--- config.mk ---
export PLATFORM = sky130hd
export DESIGN_NAME = elevator_motion_ctrl
export DESIGN_NICKNAME = d
export VERILOG_FILES = /design/src/rtl/elevator_motion_ctrl.sv
export SDC_FILE = /design/constraint.sdc
export NUM_CORES = 1
export LEC_CHECK = 0
export ABC_AREA = 1
export CORE_MARGIN = 5
export CORE_UTILIZATION = 50
export CTS_BUF_LIST = sky130_fd_sc_hd__clkbuf_8 sky130_fd_sc_hd__clkbuf_16
export CTS_CLUSTER_DIAMETER = 100
export DETAILED_ROUTE_END_ITERATION = 16
export PLACE_DENSITY = 0.73
export REMOVE_ABC_BUFFERS = 1
export SYNTH_ARGS = -nofsm -noshare
export SYNTH_HDL_FRONTEND = slang
export SYNTH_SLANG_ARGS = --single-unit
--- constraint.sdc ---
create_clock -name clk -period 7.2 [get_ports clk]
set_clock_uncertainty 0.2 [all_clocks]
set_input_delay 1.44 -clock clk [delete_from_list [all_inputs] [get_ports clk]]
set_output_delay 1.44 -clock clk [all_outputs]
set_load 0.005 [all_outputs]
--- src/rtl/elevator_motion_ctrl.sv ---
// elevator_motion_ctrl: motion sequencer for a 4-storey car.
// Takes the merged request vector, moves the car one floor per MOVE_TICKS,
// dwells DOOR_TICKS at each stop and keeps the travel direction across stops.
//
// state  | meaning
// -------+-----------------------------------------------------------
// S_IDLE | car parked, door closed, ud_mode 00, waiting for a request
// S_MOVE | travelling in ud_mode direction, timer counts one floor
// S_DOOR | door open at current floor, timer counts the dwell
module elevator_motion_ctrl #(
    parameter int MOVE_TICKS = 64,
    parameter int DOOR_TICKS = 96
) (
    input  logic       clk,
    input  logic       rst,
    input  logic [3:0] allReq,
    input  logic       door_hold,
    output logic [3:0] position,
    output logic [1:0] floor_num,
    output logic [1:0] ud_mode,
    output logic       door_open,
    output logic       moving
);

    typedef enum logic [1:0] {
        S_IDLE = 2'b00,
        S_MOVE = 2'b01,
        S_DOOR = 2'b10
    } state_t;

    localparam logic [1:0] UD_STOP = 2'b00;
    localparam logic [1:0] UD_UP   = 2'b01;
    localparam logic [1:0] UD_DN   = 2'b10;

    localparam logic [7:0] MOVE_LAST = 8'(MOVE_TICKS - 1);
    localparam logic [7:0] DOOR_LAST = 8'(DOOR_TICKS - 1);

    state_t     state, state_nxt;
    logic [3:0] pos_nxt;
    logic [1:0] ud_nxt;
    logic [7:0] timer, timer_nxt;

    logic [3:0] above, below, here;
    logic [3:0] step_pos, ahead;
    logic       pos_onehot;

    // floors strictly above a one-hot position
    function automatic logic [3:0] floors_above(input logic [3:0] p);
        return ~(p | (p - 4'd1));
    endfunction

    // floors strictly below a one-hot position
    function automatic logic [3:0] floors_below(input logic [3:0] p);
        return p - 4'd1;
    endfunction

    assign above = allReq & floors_above(position);
    assign below = allReq & floors_below(position);
    assign here  = allReq & position;

    // next floor in the travel direction; end floors never shift further out
    assign step_pos = (ud_mode == UD_UP && !position[3]) ? {position[2:0], 1'b0} :
                      (ud_mode == UD_DN && !position[0]) ? {1'b0, position[3:1]} :
                      position;

    // requests beyond the floor being arrived at, in the travel direction
    assign ahead = (ud_mode == UD_UP) ? (allReq & floors_above(step_pos)) :
                   (ud_mode == UD_DN) ? (allReq & floors_below(step_pos)) :
                   4'b0000;

    assign pos_onehot = (position != 4'b0000) &&
                        ((position & (position - 4'd1)) == 4'b0000);

    // state, position, direction and timer registers
    always_ff @(posedge clk or posedge rst) begin
        if (rst) begin
            state    <= S_IDLE;
            position <= 4'b0001;
            ud_mode  <= UD_STOP;
            timer    <= '0;
        end else begin
            state    <= state_nxt;
            position <= pos_nxt;
            ud_mode  <= ud_nxt;
            timer    <= timer_nxt;
        end
    end

    // next-state decision, floor stepping and timer update
    always_comb begin
        state_nxt = state;
        pos_nxt   = position;
        ud_nxt    = ud_mode;
        timer_nxt = timer;
        case (state)
            S_IDLE: begin
                ud_nxt    = UD_STOP;
                timer_nxt = '0;
                if (here != 4'b0000) begin
                    state_nxt = S_DOOR;
                end else if (above != 4'b0000) begin
                    state_nxt = S_MOVE;
                    ud_nxt    = UD_UP;
                end else if (below != 4'b0000) begin
                    state_nxt = S_MOVE;
                    ud_nxt    = UD_DN;
                end
            end
            S_MOVE: begin
                if (timer == MOVE_LAST) begin
                    timer_nxt = '0;
                    pos_nxt   = step_pos;
                    if ((allReq & step_pos) != 4'b0000) begin
                        state_nxt = S_DOOR;
                    end else if (ahead == 4'b0000) begin
                        state_nxt = S_IDLE;
                        ud_nxt    = UD_STOP;
                    end
                end else begin
                    timer_nxt = timer + 8'd1;
                end
            end
            S_DOOR: begin
                if (door_hold) begin
                    timer_nxt = '0;
                end else if (timer == DOOR_LAST) begin
                    timer_nxt = '0;
                    // a request at this floor is absorbed by the stop just made
                    if (ud_mode == UD_UP && above != 4'b0000) begin
                        state_nxt = S_MOVE;
                    end else if (ud_mode == UD_DN && below != 4'b0000) begin
                        state_nxt = S_MOVE;
                    end else if (above != 4'b0000) begin
                        state_nxt = S_MOVE;
                        ud_nxt    = UD_UP;
                    end else if (below != 4'b0000) begin
                        state_nxt = S_MOVE;
                        ud_nxt    = UD_DN;
                    end else begin
                        state_nxt = S_IDLE;
                        ud_nxt    = UD_STOP;
                    end
                end else begin
                    timer_nxt = timer + 8'd1;
                end
            end
            default: begin
                state_nxt = S_IDLE;
                ud_nxt    = UD_STOP;
                timer_nxt = '0;
                pos_nxt   = pos_onehot ? position : 4'b0001;
            end
        endcase
    end

    // decoded outputs: door, motion flag and binary floor index
    always_comb begin
        door_open = (state == S_DOOR);
        moving    = (state == S_MOVE);
        case (position)
            4'b0010: floor_num = 2'd1;
            4'b0100: floor_num = 2'd2;
            4'b1000: floor_num = 2'd3;
            default: floor_num = 2'd0;
        endcase
    end

endmodule

Word-level counts from Yosys, hierarchy flattened
Cells that the tools add are included.
{"block": "word_totals", "n_memories": 0, "inputBits": 7, "mem_bits_rw": 0, "latchBits": 0, "regBits": 16, "word_cells": 92, "rom_bits": 0}
{"block": "op_classes", "n_mux": 35, "n_reduce_logical": 19, "bitwise_logic": 12, "n_div": 0, "shifts": 0, "n_eq_ne": 19, "add_sub_neg": 3, "mul": 0, "n_lt_le_gt_ge": 0}
{"cell": "two-way mux 2 bit", "count": 17}
{"cell": "AND 4 bit", "count": 7}
{"cell": "two-way mux 4 bit", "count": 6}
{"cell": "two-way mux 8 bit", "count": 3}
{"cell": "nonzero test 4 bit", "count": 5}
{"cell": "case mux 2 bit (3 select lines)", "count": 3}
{"cell": "case mux 8 bit (2 select lines)", "count": 1}
{"cell": "inequality test 2 bit, second input constant", "count": 5}
{"cell": "adder 8 x 1 -> 8 bit, second input constant", "count": 1}
{"cell": "equality test 8 x 6 -> 1 bit, second input constant", "count": 1}
{"cell": "equality test 8 x 7 -> 1 bit, second input constant", "count": 1}
{"cell": "zero test 4 bit", "count": 2}
{"cell": "NOT 4 bit", "count": 2}
{"cell": "OR 4 bit", "count": 2}
{"cell": "case mux 4 bit (2 select lines)", "count": 1}
{"cell": "subtractor 4 x 1 -> 4 bit, second input constant", "count": 2}
{"cell": "AND reduction 7 bit", "count": 1}
{"cell": "inequality test 2 x 1 -> 1 bit, second input constant", "count": 3}
{"cell": "logical AND 1 bit", "count": 5}
{"cell": "AND reduction 5 bit", "count": 1}
{"cell": "equality test 2 x 1 -> 1 bit, second input constant", "count": 2}
{"cell": "equality test 2 bit, second input constant", "count": 2}
{"cell": "equality test 4 x 2 -> 1 bit, second input constant", "count": 1}
{"cell": "equality test 4 x 3 -> 1 bit, second input constant", "count": 1}
{"cell": "9 further kinds", "count": 13}

Logic depth before layout (Yosys ltp)
Gate-level depths: netlist of run 1.
{"block": "logic_depth", "word_depth": 14, "ltp_mapped": 19}

Worst setup path after synthesis of run 1
Ideal clock, no wire load.
{"block": "synth_timing", "kind": "register -> output", "from": "register position[0]", "to": "output floor_num[0]", "slack_ps": 4399, "t_arrival_ps": 1161, "path_buffers": 1, "stages_incl_launch_ff": 6, "cell_sequence": "dfstp_2 -> inv_1 -> buf_2 -> ha_1 -> nand3_1 -> nand2_1"}
{"block": "synth_between", "elab_chain_cells": 2}
{"item": "start: declaration", "line_no": "18", "text": "output logic [3:0] position,"}
{"item": "start signal: assignment", "line_no": "83", "text": "position <= pos_nxt;"}
{"item": "equality test 4 bit (tied with other cells)", "line_no": "160", "text": "case (position)"}
{"item": "case mux 2 bit (3 select lines) *", "line_no": "160"}
{"item": "end: declaration", "line_no": "19", "text": "output logic [1:0] floor_num,"}
Mark *: on every way between the ends. The rest lies on a longest branch, timed or not.

Worst setup path after layout of run 1
{"block": "layout_timing", "from": "register position[0]", "to": "output floor_num[1]"}
Same word-level chain as after synthesis.

==> results of run 1 <==
==> metrics by stage <==
step / instances / area [um^2] / utilization (%)
finish: 256 / 1670 / 61.2
global route: 256 / 1670 / 61.2
CTS: 256 / 1670 / 61.2
detailed placement: 252 / 1620 / 59.2
global placement: 252 / 1620 / 59.2
floorplan: 205 / 1420 / -
==> final cells by class <==
class | instances | area [um^2] | share of cell area (%)
clock buffer | 4 | 55.1 | 3.29
inverter | 30 | 113 | 6.73
multi-input combinational | 159 | 905 | 54.1
sequential | 16 | 402 | 24.0
tap | 31 | 38.8 | 2.32
timing repair buffer | 16 | 160 | 9.57
==> registers in the layout, indices dropped and copies added, names as in the netlist <==
name / flops
ud_mode: 2
state: 2
position: 4
timer: 8
==> power breakdown <==
part / total, mW / switching (mW) / internal [mW]
combinational: 0.00852 / 0.00488 / 0.00364
sequential: 0.0899 / 0 / 0.0899
clock: 0.0810 / 0.0324 / 0.0486
total: 0.179 / 0.0373 / 0.142
==> path summary, 6_finish.rpt <==
check,to,cells past startpoint,startpoint
min in group asynchronous,position[3],2,rst
setup reg to reg,state[1],16,position[0]
max in group asynchronous,state[0],2,rst
hold reg to reg,timer[0],1,timer[0]
hold / removal,timer[0],1,timer[0]
setup / recovery,floor_num[1],5,position[0]
==> cell families (layout without fill, tap and decap cells) <==
logic type	count (synthesis)	in the layout	synth area share (%)
simple gates	122	122	38.9
buf+inv	31	50	8.26
fa+ha+maj	17	17	14.9
flops	16	16	28.2
compound gates	15	15	6.59
xor+xnor	5	5	3.08
==> worst register-to-register path, stage by stage, from the launching register on <==
cell and delay [ns]:
dfstp_2 0.58, inv_1 0.20, nand2_1 0.15, nand2_1 0.09, a21oi_1 0.26, inv_1 0.11, ha_1 0.19, inv_1 0.05
ha_1 0.21, nand2_1 0.07, nor2_1 0.05, nor2_1 0.09, nand2_1 0.06, o21ai_1 0.17, nor2_1 0.10, o21ai_0 0.21
nand2_1 0.09
==> synthesized netlist by cell type <==
library cell / count / area, um^2
clkinv_1: 1 / 3.75
xor2_1: 4 / 35.0
nand3_1: 22 / 110
dfrtp_1: 15 / 375
nand2_2: 3 / 18.8
buf_2: 1 / 5.00
o21ai_1: 3 / 15.0
nand3_2: 3 / 30.0
nand3b_1: 2 / 15.0
nor2_1: 26 / 97.6
and2_1: 1 / 6.26
nand4_1: 4 / 25.0
or2_2: 1 / 6.26
o21ai_0: 4 / 20.0
nand2_1: 54 / 203
nor4_1: 1 / 6.26
o31ai_1: 3 / 22.5
nor2_4: 1 / 11.3
inv_2: 4 / 15.0
nor3_1: 1 / 5.00
xnor2_1: 1 / 8.76
a21oi_1: 4 / 20.0
ha_1: 17 / 213
nor3b_1: 1 / 7.51
dfstp_2: 1 / 26.3
o21ai_4: 1 / 16.3
nor2_2: 2 / 12.5
inv_1: 25 / 93.8
==> layer usage <==
metal / GRT usage [%] / up-vias / wire, um
met5: 0 / - / 0
met4: 5.97 / 0 / 43
met3: 5.15 / 8 / 216
met2: 28.4 / 41 / 1530
met1: 23.0 / 614 / 1520
li1: - / 695 / -
==> flow_metrics.env, run 1 <==
export IMPL_ir_drop_mv=0.149
export IMPL_end_kind="primary output"
export IMPL_r2r_slack_ns=4.20
export IMPL_place_ws_ns=3.88
export IMPL_synth_warnings=0
export IMPL_cts_hold_buffers=0
export IMPL_vias=1358
export IMPL_ios=17
export IMPL_clkSlewWorstSetupHoldPaths_ns=0.07
export IMPL_hold_class="flip-flop to flip-flop"
export IMPL_cp_num_buf_inv=2
export IMPL_finalCritPeriodShare_pct=50.0
export IMPL_slew_violations=0
export IMPL_dp_hpwl_um=2600
export IMPL_cp_max_fo=12
export IMPL_crit_chain="inv_1, ha_1, nand3_1, nand2_1, clkdlybuf4s50_1"
export IMPL_rsz0062_at_grt="no"
export IMPL_crit_family="buffers and inverters"
export IMPL_syn_area_um2=1420
export IMPL_vias_per_cell=5.30
export IMPL_cp_arrival_ns=1.96
export IMPL_die_area_um2=4020
export IMPL_cts_htree_levels=1
export IMPL_wl_per_cell_um=12.9
export IMPL_start_kind="flip-flop"
export IMPL_status="finished clean"
export IMPL_max_freq_mhz=278
export IMPL_slowest_delay_ns=0.58
export IMPL_yosysSeqAreaShare_pct=28.2
export IMPL_p_total_uw=179
export IMPL_gr_total_overflow=0
export IMPL_syn_avg_cell_area_um2=6.91
export IMPL_ctsLongestPathBuffers=2
export IMPL_area_growth_pct=17.5
export IMPL_grt_usage_pct=17.9
export IMPL_setup_viol=0
export IMPL_antenna_left=0
export IMPL_layout_setup_ws_ns=3.60
export IMPL_power_leakage_nw=0.872
export IMPL_grt_pass1_vias=1386
export IMPL_period_minus_slack_ns=3.60
export IMPL_dr_pass1_iters=4
export IMPL_drt_wl_total_um=3310
export IMPL_maxSlewHeadroom_pct=60.1
export IMPL_fillers=251
export IMPL_cts_setup_buffers=0
export IMPL_cp_slowest_cell="dfstp_2"
export IMPL_worst_slew_pin_slew_ns=0.597
export IMPL_drc_errors=0
export IMPL_insertion_delay_ns=0.25
export IMPL_syn_inst=206
export IMPL_tns_ns=0
export IMPL_power_density_nw_per_um2=107
export IMPL_hold_ws_ns=0.269
export IMPL_n_antenna_cell=0
export IMPL_coreArea_um2=2730
export IMPL_drtIter0Drc=124
export IMPL_nNetsFinal=250
export IMPL_die_w_um=63.4
export IMPL_maxCapViolCount=0
export IMPL_initial_utilization_pct=52.1
export IMPL_io_buffers=16
export IMPL_ctsResizeCount=0
export IMPL_grt_max_degree=17
export IMPL_hold_violations=0
export IMPL_gp_congestion=0.921
export IMPL_drive_gt1_share_pct=8.89
export IMPL_grt_antenna_before_repair=0
export IMPL_critPathKind="flip-flop to primary output"
export IMPL_cts_tree="yes"
export IMPL_synth_seq_cells=16
export IMPL_required_ns=5.56
export IMPL_ctsRootBufferMaster="clkbuf_8"
export IMPL_die_h_um=63.4
export IMPL_final_common_cell="nand2_1"
export IMPL_cts_inserted_buffers=3
export IMPL_grt_pass1_wl_um=5980
export IMPL_clock_sinks=16
export IMPL_ys_types=28
export IMPL_rows=19
export IMPL_final_cell_mix="nand2_1, nor2_1, inv_1"
Note: power is estimated with default switching activity, not from simulation.
==> run 2, diff against run 1 <==
- PLACE_DENSITY: 0.73 -> 0.76
- clock period: 7.2 -> 3.2 ns (I/O delays scaled with it)
==> run 2 against run 1 <==
Utilization stayed put. Sequential power is 120% higher. Register-to-register slack worse by 3.8 ns. Critical path type is now flip-flop to flip-flop. Critical endpoint is now ud_mode[1]. Largest cell class unchanged. Highest routed layer unchanged.
==> flow_metrics.env, run 2 (same netlist as run 1, synthesis figures left out) <==
export IMPL_grt_max_degree=17
export IMPL_status="finished clean"
export IMPL_coreArea_um2=2730
export IMPL_rsz0062_at_grt="no"
export IMPL_finalNonFillerCells=256
export IMPL_crit_chain="inv_1, nand2_1, nand2_1, a21oi_1, inv_1, ha_1, inv_1, ha_1, nand2_1, nor2_1, nor2_1, nand2_1, o21ai_1, nand2_1, nor2_2, nand2_1, nand2_1, nand2_1"
export IMPL_power_leakage_nw=0.872
export IMPL_ctsRootBufferMaster="clkbuf_8"
export IMPL_grt_antenna_before_repair=0
export IMPL_maxCapViolCount=0
export IMPL_slew_violations=0
export IMPL_io_buffers=16
export IMPL_grt_pass1_wl_um=5690
export IMPL_final_common_cell="nand2_1"
export IMPL_fillers=261
export IMPL_area_growth_pct=17.5
export IMPL_hold_violations=0
export IMPL_cts_tree="yes"
export IMPL_finalCritPeriodShare_pct=88.4
export IMPL_dr_pass1_iters=4
export IMPL_crit_family="simple AND/OR/NAND/NOR gates"
export IMPL_cp_num_buf_inv=3
export IMPL_setup_viol=0
export IMPL_drt_wl_total_um=3280
export IMPL_dp_cells=252
export IMPL_dp_hpwl_um=2590
export IMPL_n_antenna_cell=0
export IMPL_die_h_um=63.4
export IMPL_ir_drop_mv=0.194
export IMPL_wl_per_cell_um=12.8
export IMPL_ctsResizeCount=0
export IMPL_vias=1327
export IMPL_start_kind="flip-flop"
export IMPL_top_regs="timer x8, position x4"
export IMPL_drtIter0Drc=153
export IMPL_nNetsFinal=250
export IMPL_vias_per_cell=5.18
export IMPL_largest_register="timer"
export IMPL_antenna_left=0
export IMPL_hold_class="flip-flop to flip-flop"
export IMPL_end_kind="flip-flop"
export IMPL_die_area_um2=4020
export IMPL_worst_slew_pin_slew_ns=0.594
export IMPL_gp_congestion=0.949
export IMPL_cts_inserted_buffers=3
export IMPL_clkSlewWorstSetupHoldPaths_ns=0.06
export IMPL_grt_pass1_vias=1240
export IMPL_cp_common_cell="nand2_1"
export IMPL_cp_max_fo=12
export IMPL_cp_slowest_cell="dfstp_2"
export IMPL_drc_errors=0
export IMPL_cts_hold_buffers=0
export IMPL_ios=17
export IMPL_insertion_delay_ns=0.25
export IMPL_cp_arrival_ns=2.77
export IMPL_required_ns=3.14
export IMPL_max_freq_mhz=353
export IMPL_slowest_delay_ns=0.57
export IMPL_whs_path_depth=1
export IMPL_initial_utilization_pct=52.1
export IMPL_power_density_nw_per_um2=238
export IMPL_largest_register_ffs=8
export IMPL_die_w_um=63.4
export IMPL_r2r_cells=18
export IMPL_cts_htree_levels=1
export IMPL_period_minus_slack_ns=2.83
export IMPL_rows=19
export IMPL_cts_setup_buffers=0
export IMPL_maxSlewHeadroom_pct=60.4
export IMPL_gr_total_overflow=0
export IMPL_cp_num_cells=18
export IMPL_drive_gt1_share_pct=8.89
export IMPL_critPathKind="flip-flop to flip-flop"
export IMPL_tns_ns=0
export IMPL_clock_sinks=16
export IMPL_ctsLongestPathBuffers=2
export IMPL_final_cell_mix="nand2_1, nor2_1, inv_1"
export IMPL_grt_usage_pct=17.1
## run 2: cell counts in the layout (fill, tap and decap cells not counted)
Identical to the previous run, type by type.
## run 2: area by class of cell
type                            instances  area, um^2  share of cell area, %
Inverter                               30         113                   6.73
Clock buffer                            4        55.1                   3.29
Timing Repair Buffer                   16         160                   9.57
Multi-Input combinational cell        159         905                   54.1
Tap cell                               31        38.8                   2.32
Sequential cell                        16         402                   24.0
## run 2: per-stage QoR
stage	utilization, %	hold WS, ns	power [mW]	cell area [um^2]	setup slack, ns
5_1_grt	61.2	0.317	0.416	1670	0.0492
3_3_place_gp	59.2	0.252	0.225	1620	0.446
3_5_place_dp	59.2	0.266	0.226	1620	0.396
6_report	61.2	0.268	0.398	1670	0.370
4_1_cts	61.2	0.274	0.404	1670	0.389
2_1_floorplan	-	0.233	0.213	1420	0.634
## run 2: report_power, final
| group | total, mW | switching (mW) | internal, mW |
|---|---|---|---|
| combinational | 0.0196 | 0.0114 | 0.00818 |
| sequential | 0.202 | 0 | 0.202 |
| clock | 0.176 | 0.0670 | 0.109 |
| total | 0.398 | 0.0784 | 0.320 |
## run 2: final timing paths
check	from	to	slack, ns
max	position[0]	ud_mode[1]	0.37
min	timer[0]	timer[0]	0.27
max reg2reg	position[0]	ud_mode[1]	0.37
min reg2reg	timer[0]	timer[0]	0.27
max in group asynchronous	rst	timer[0]	1.86
min in group asynchronous	rst	timer[2]	0.56
## run 2: metal layers
layer / vias up / track usage, % / part of all wire [%]
met1: 567 / 23.5 / 45
met2: 56 / 27.0 / 44
li1: 698 / - / -
met5: - / 0 / 0
met3: 6 / 3.73 / 8.3
met4: 0 / 4.68 / 2.1
==> run 3, diff against run 2 <==
- GPL_TIMING_DRIVEN: unset -> 0
==> run 3 against run 2 <==
Combinational power decreased by 3%. Highest routed layer unchanged. Total power increased by 0.41%. Design area increased by 0.22%. Sequential cell count unchanged.
==> flow_metrics.env, run 3 (same netlist as run 1, synthesis figures left out) <==
export IMPL_holdPathEnd="timer[0]"
export IMPL_grt_pass1_wl_um=5720
export IMPL_gp_congestion=0.865
export IMPL_die_h_um=63.4
export IMPL_r2r_start="position[0]"
export IMPL_place_area_um2=1620
export IMPL_slew_violations=0
export IMPL_initial_utilization_pct=52.1
export IMPL_cp_num_cells=18
export IMPL_dr_pass1_iters=4
export IMPL_dp_hpwl_um=2510
export IMPL_die_w_um=63.4
export IMPL_nNetsFinal=250
export IMPL_r2r_slack_ns=0.32
export IMPL_die_area_um2=4020
export IMPL_hold_violations=0
export IMPL_cp_common_cell="nand2_1"
export IMPL_cts_htree_levels=1
export IMPL_period_minus_slack_ns=2.88
export IMPL_gr_total_overflow=0
export IMPL_grt_max_degree=17
export IMPL_whs_path_depth=1
export IMPL_r2r_cells=18
export IMPL_drc_errors=0
export IMPL_end_kind="flip-flop"
export IMPL_postLayoutCellArea_um2=1680
export IMPL_finalCritPeriodShare_pct=89.9
export IMPL_grt_antenna_before_repair=0
export IMPL_power_density_nw_per_um2=238
export IMPL_grt_pass1_vias=1228
export IMPL_drt_wl_total_um=3170
export IMPL_setup_viol=0
export IMPL_cp_num_buf_inv=3
export IMPL_crit_family="simple AND/OR/NAND/NOR gates"
export IMPL_largest_register_ffs=8
export IMPL_max_freq_mhz=348
export IMPL_status="finished clean"
export IMPL_cp_max_fo=12
export IMPL_drive_gt1_share_pct=9.33
export IMPL_cts_tree="yes"
export IMPL_cts_inserted_buffers=3
export IMPL_vias_per_cell=5.13
export IMPL_power_leakage_nw=0.872
export IMPL_wl_per_cell_um=12.4
export IMPL_required_ns=3.15
export IMPL_final_cell_mix="nand2_1, nor2_1, inv_1"
export IMPL_r2r_end="ud_mode[0]"
export IMPL_antenna_left=0
export IMPL_insertion_delay_ns=0.25
export IMPL_top_regs="timer x8, position x4"
export IMPL_rows=19
export IMPL_largest_register="timer"
export IMPL_maxSlewHeadroom_pct=58.8
export IMPL_drtIter0Drc=70
export IMPL_ios=17
export IMPL_rsz0062_at_grt="no"
export IMPL_tns_ns=0
export IMPL_cp_slowest_cell="dfstp_2"
export IMPL_n_antenna_cell=0
export IMPL_hold_start="timer[0]"
export IMPL_ctsLongestPathBuffers=2
export IMPL_grt_usage_pct=17.5
export IMPL_ctsRootBufferMaster="clkbuf_8"
export IMPL_slowest_delay_ns=0.57
export IMPL_maxCapViolCount=0
export IMPL_clkSlewWorstSetupHoldPaths_ns=0.06
export IMPL_io_buffers=16
export IMPL_vias=1313
export IMPL_coreArea_um2=2730
export IMPL_ir_drop_mv=0.301
export IMPL_hold_class="flip-flop to flip-flop"
export IMPL_crit_chain="inv_1, nand2_1, nand2_1, a21oi_2, inv_1, ha_1, inv_1, ha_1, nand2_1, nor2_1, nor2_1, nand2_1, o21ai_1, nand2_1, nor2_2, nand2_1, nand2_1, nand2_1"
export IMPL_critPathKind="flip-flop to flip-flop"
export IMPL_start_kind="flip-flop"
export IMPL_area_growth_pct=17.8
export IMPL_clock_sinks=16
export IMPL_worst_slew_pin_slew_ns=0.618
export IMPL_cp_arrival_ns=2.82
export IMPL_final_common_cell="nand2_1"
==> run 3: cell counts in the layout (fill, tap and decap cells not counted) <==
No cell type changed its count.
==> run 3: final cells by class <==
| class | count | area, um^2 |
|---|---|---|
| Inverter | 30 | 113 |
| Tap cell | 31 | 38.8 |
| Clock buffer | 4 | 55.1 |
| Timing Repair Buffer | 16 | 160 |
| Fill cell | 263 | 1060 |
| Sequential cell | 16 | 402 |
| Multi-Input combinational cell | 159 | 908 |
==> run 3: how the worst max path moves through the flow <==
| stage | start | end | slack, ns |
|---|---|---|---|
| 6_report | position[0] | ud_mode[0] | 0.32 |
| 5_1_grt | position[0] | ud_mode[1] | 0.05 |
| 4_1_cts | position[0] | ud_mode[1] | 0.22 |
| 3_5_place_dp | position[0] | ud_mode[0] | 0.24 |
| 3_3_place_gp | position[0] | ud_mode[1] | 0.28 |
| 2_1_floorplan | position[0] | ud_mode[0] | 0.63 |
==> run 3: per-layer routing <==
metal  track usage (%)  vias up  share of wire [%]
li1                  -      693                  -
met1              24.2      580                 46
met2              27.5       35                 46
met3              4.09        5                6.3
met4              3.90        0               0.85
met5                 0        -                  0
==> run 3: power by group <==
part,switching [mW],internal [mW]
combinational,0.0108,0.00818
clock,0.0690,0.109
sequential,0,0.202
total,0.0798,0.320
==> run 3: worst register-to-register path: cells and delay by family, from the launching register on <==
kind,cells,cell delay (ns)
AND/OR/NAND/NOR,11,0.91
AO/OA/AOI/OAI,2,0.36
adder cells (fa/ha/maj),2,0.39
flip-flops,1,0.57
buffers and inverters,3,0.34
==> run 3: what timing repair did <==
action / CTS / global route
buffers inserted: 0 / 0
hold buffers: 0 / 0
endpoints found under the setup margin: 0 / 2
resized for setup: 0 / 1
==> run 3: through the flow <==
| step | cells | total power [mW] | setup WS [ns] | utilization, % | hold slack, ns |
|---|---|---|---|---|---|
| 2_1_floorplan | 205 | 0.213 | 0.634 | - | 0.233 |
| 3_5_place_dp | 252 | 0.225 | 0.238 | 59.2 | 0.276 |
| 6_report | 256 | 0.400 | 0.324 | 61.3 | 0.280 |
| 3_3_place_gp | 252 | 0.225 | 0.277 | 59.2 | 0.254 |
| 4_1_cts | 256 | 0.410 | 0.221 | 61.2 | 0.285 |
| 5_1_grt | 256 | 0.421 | 0.0541 | 61.3 | 0.316 |
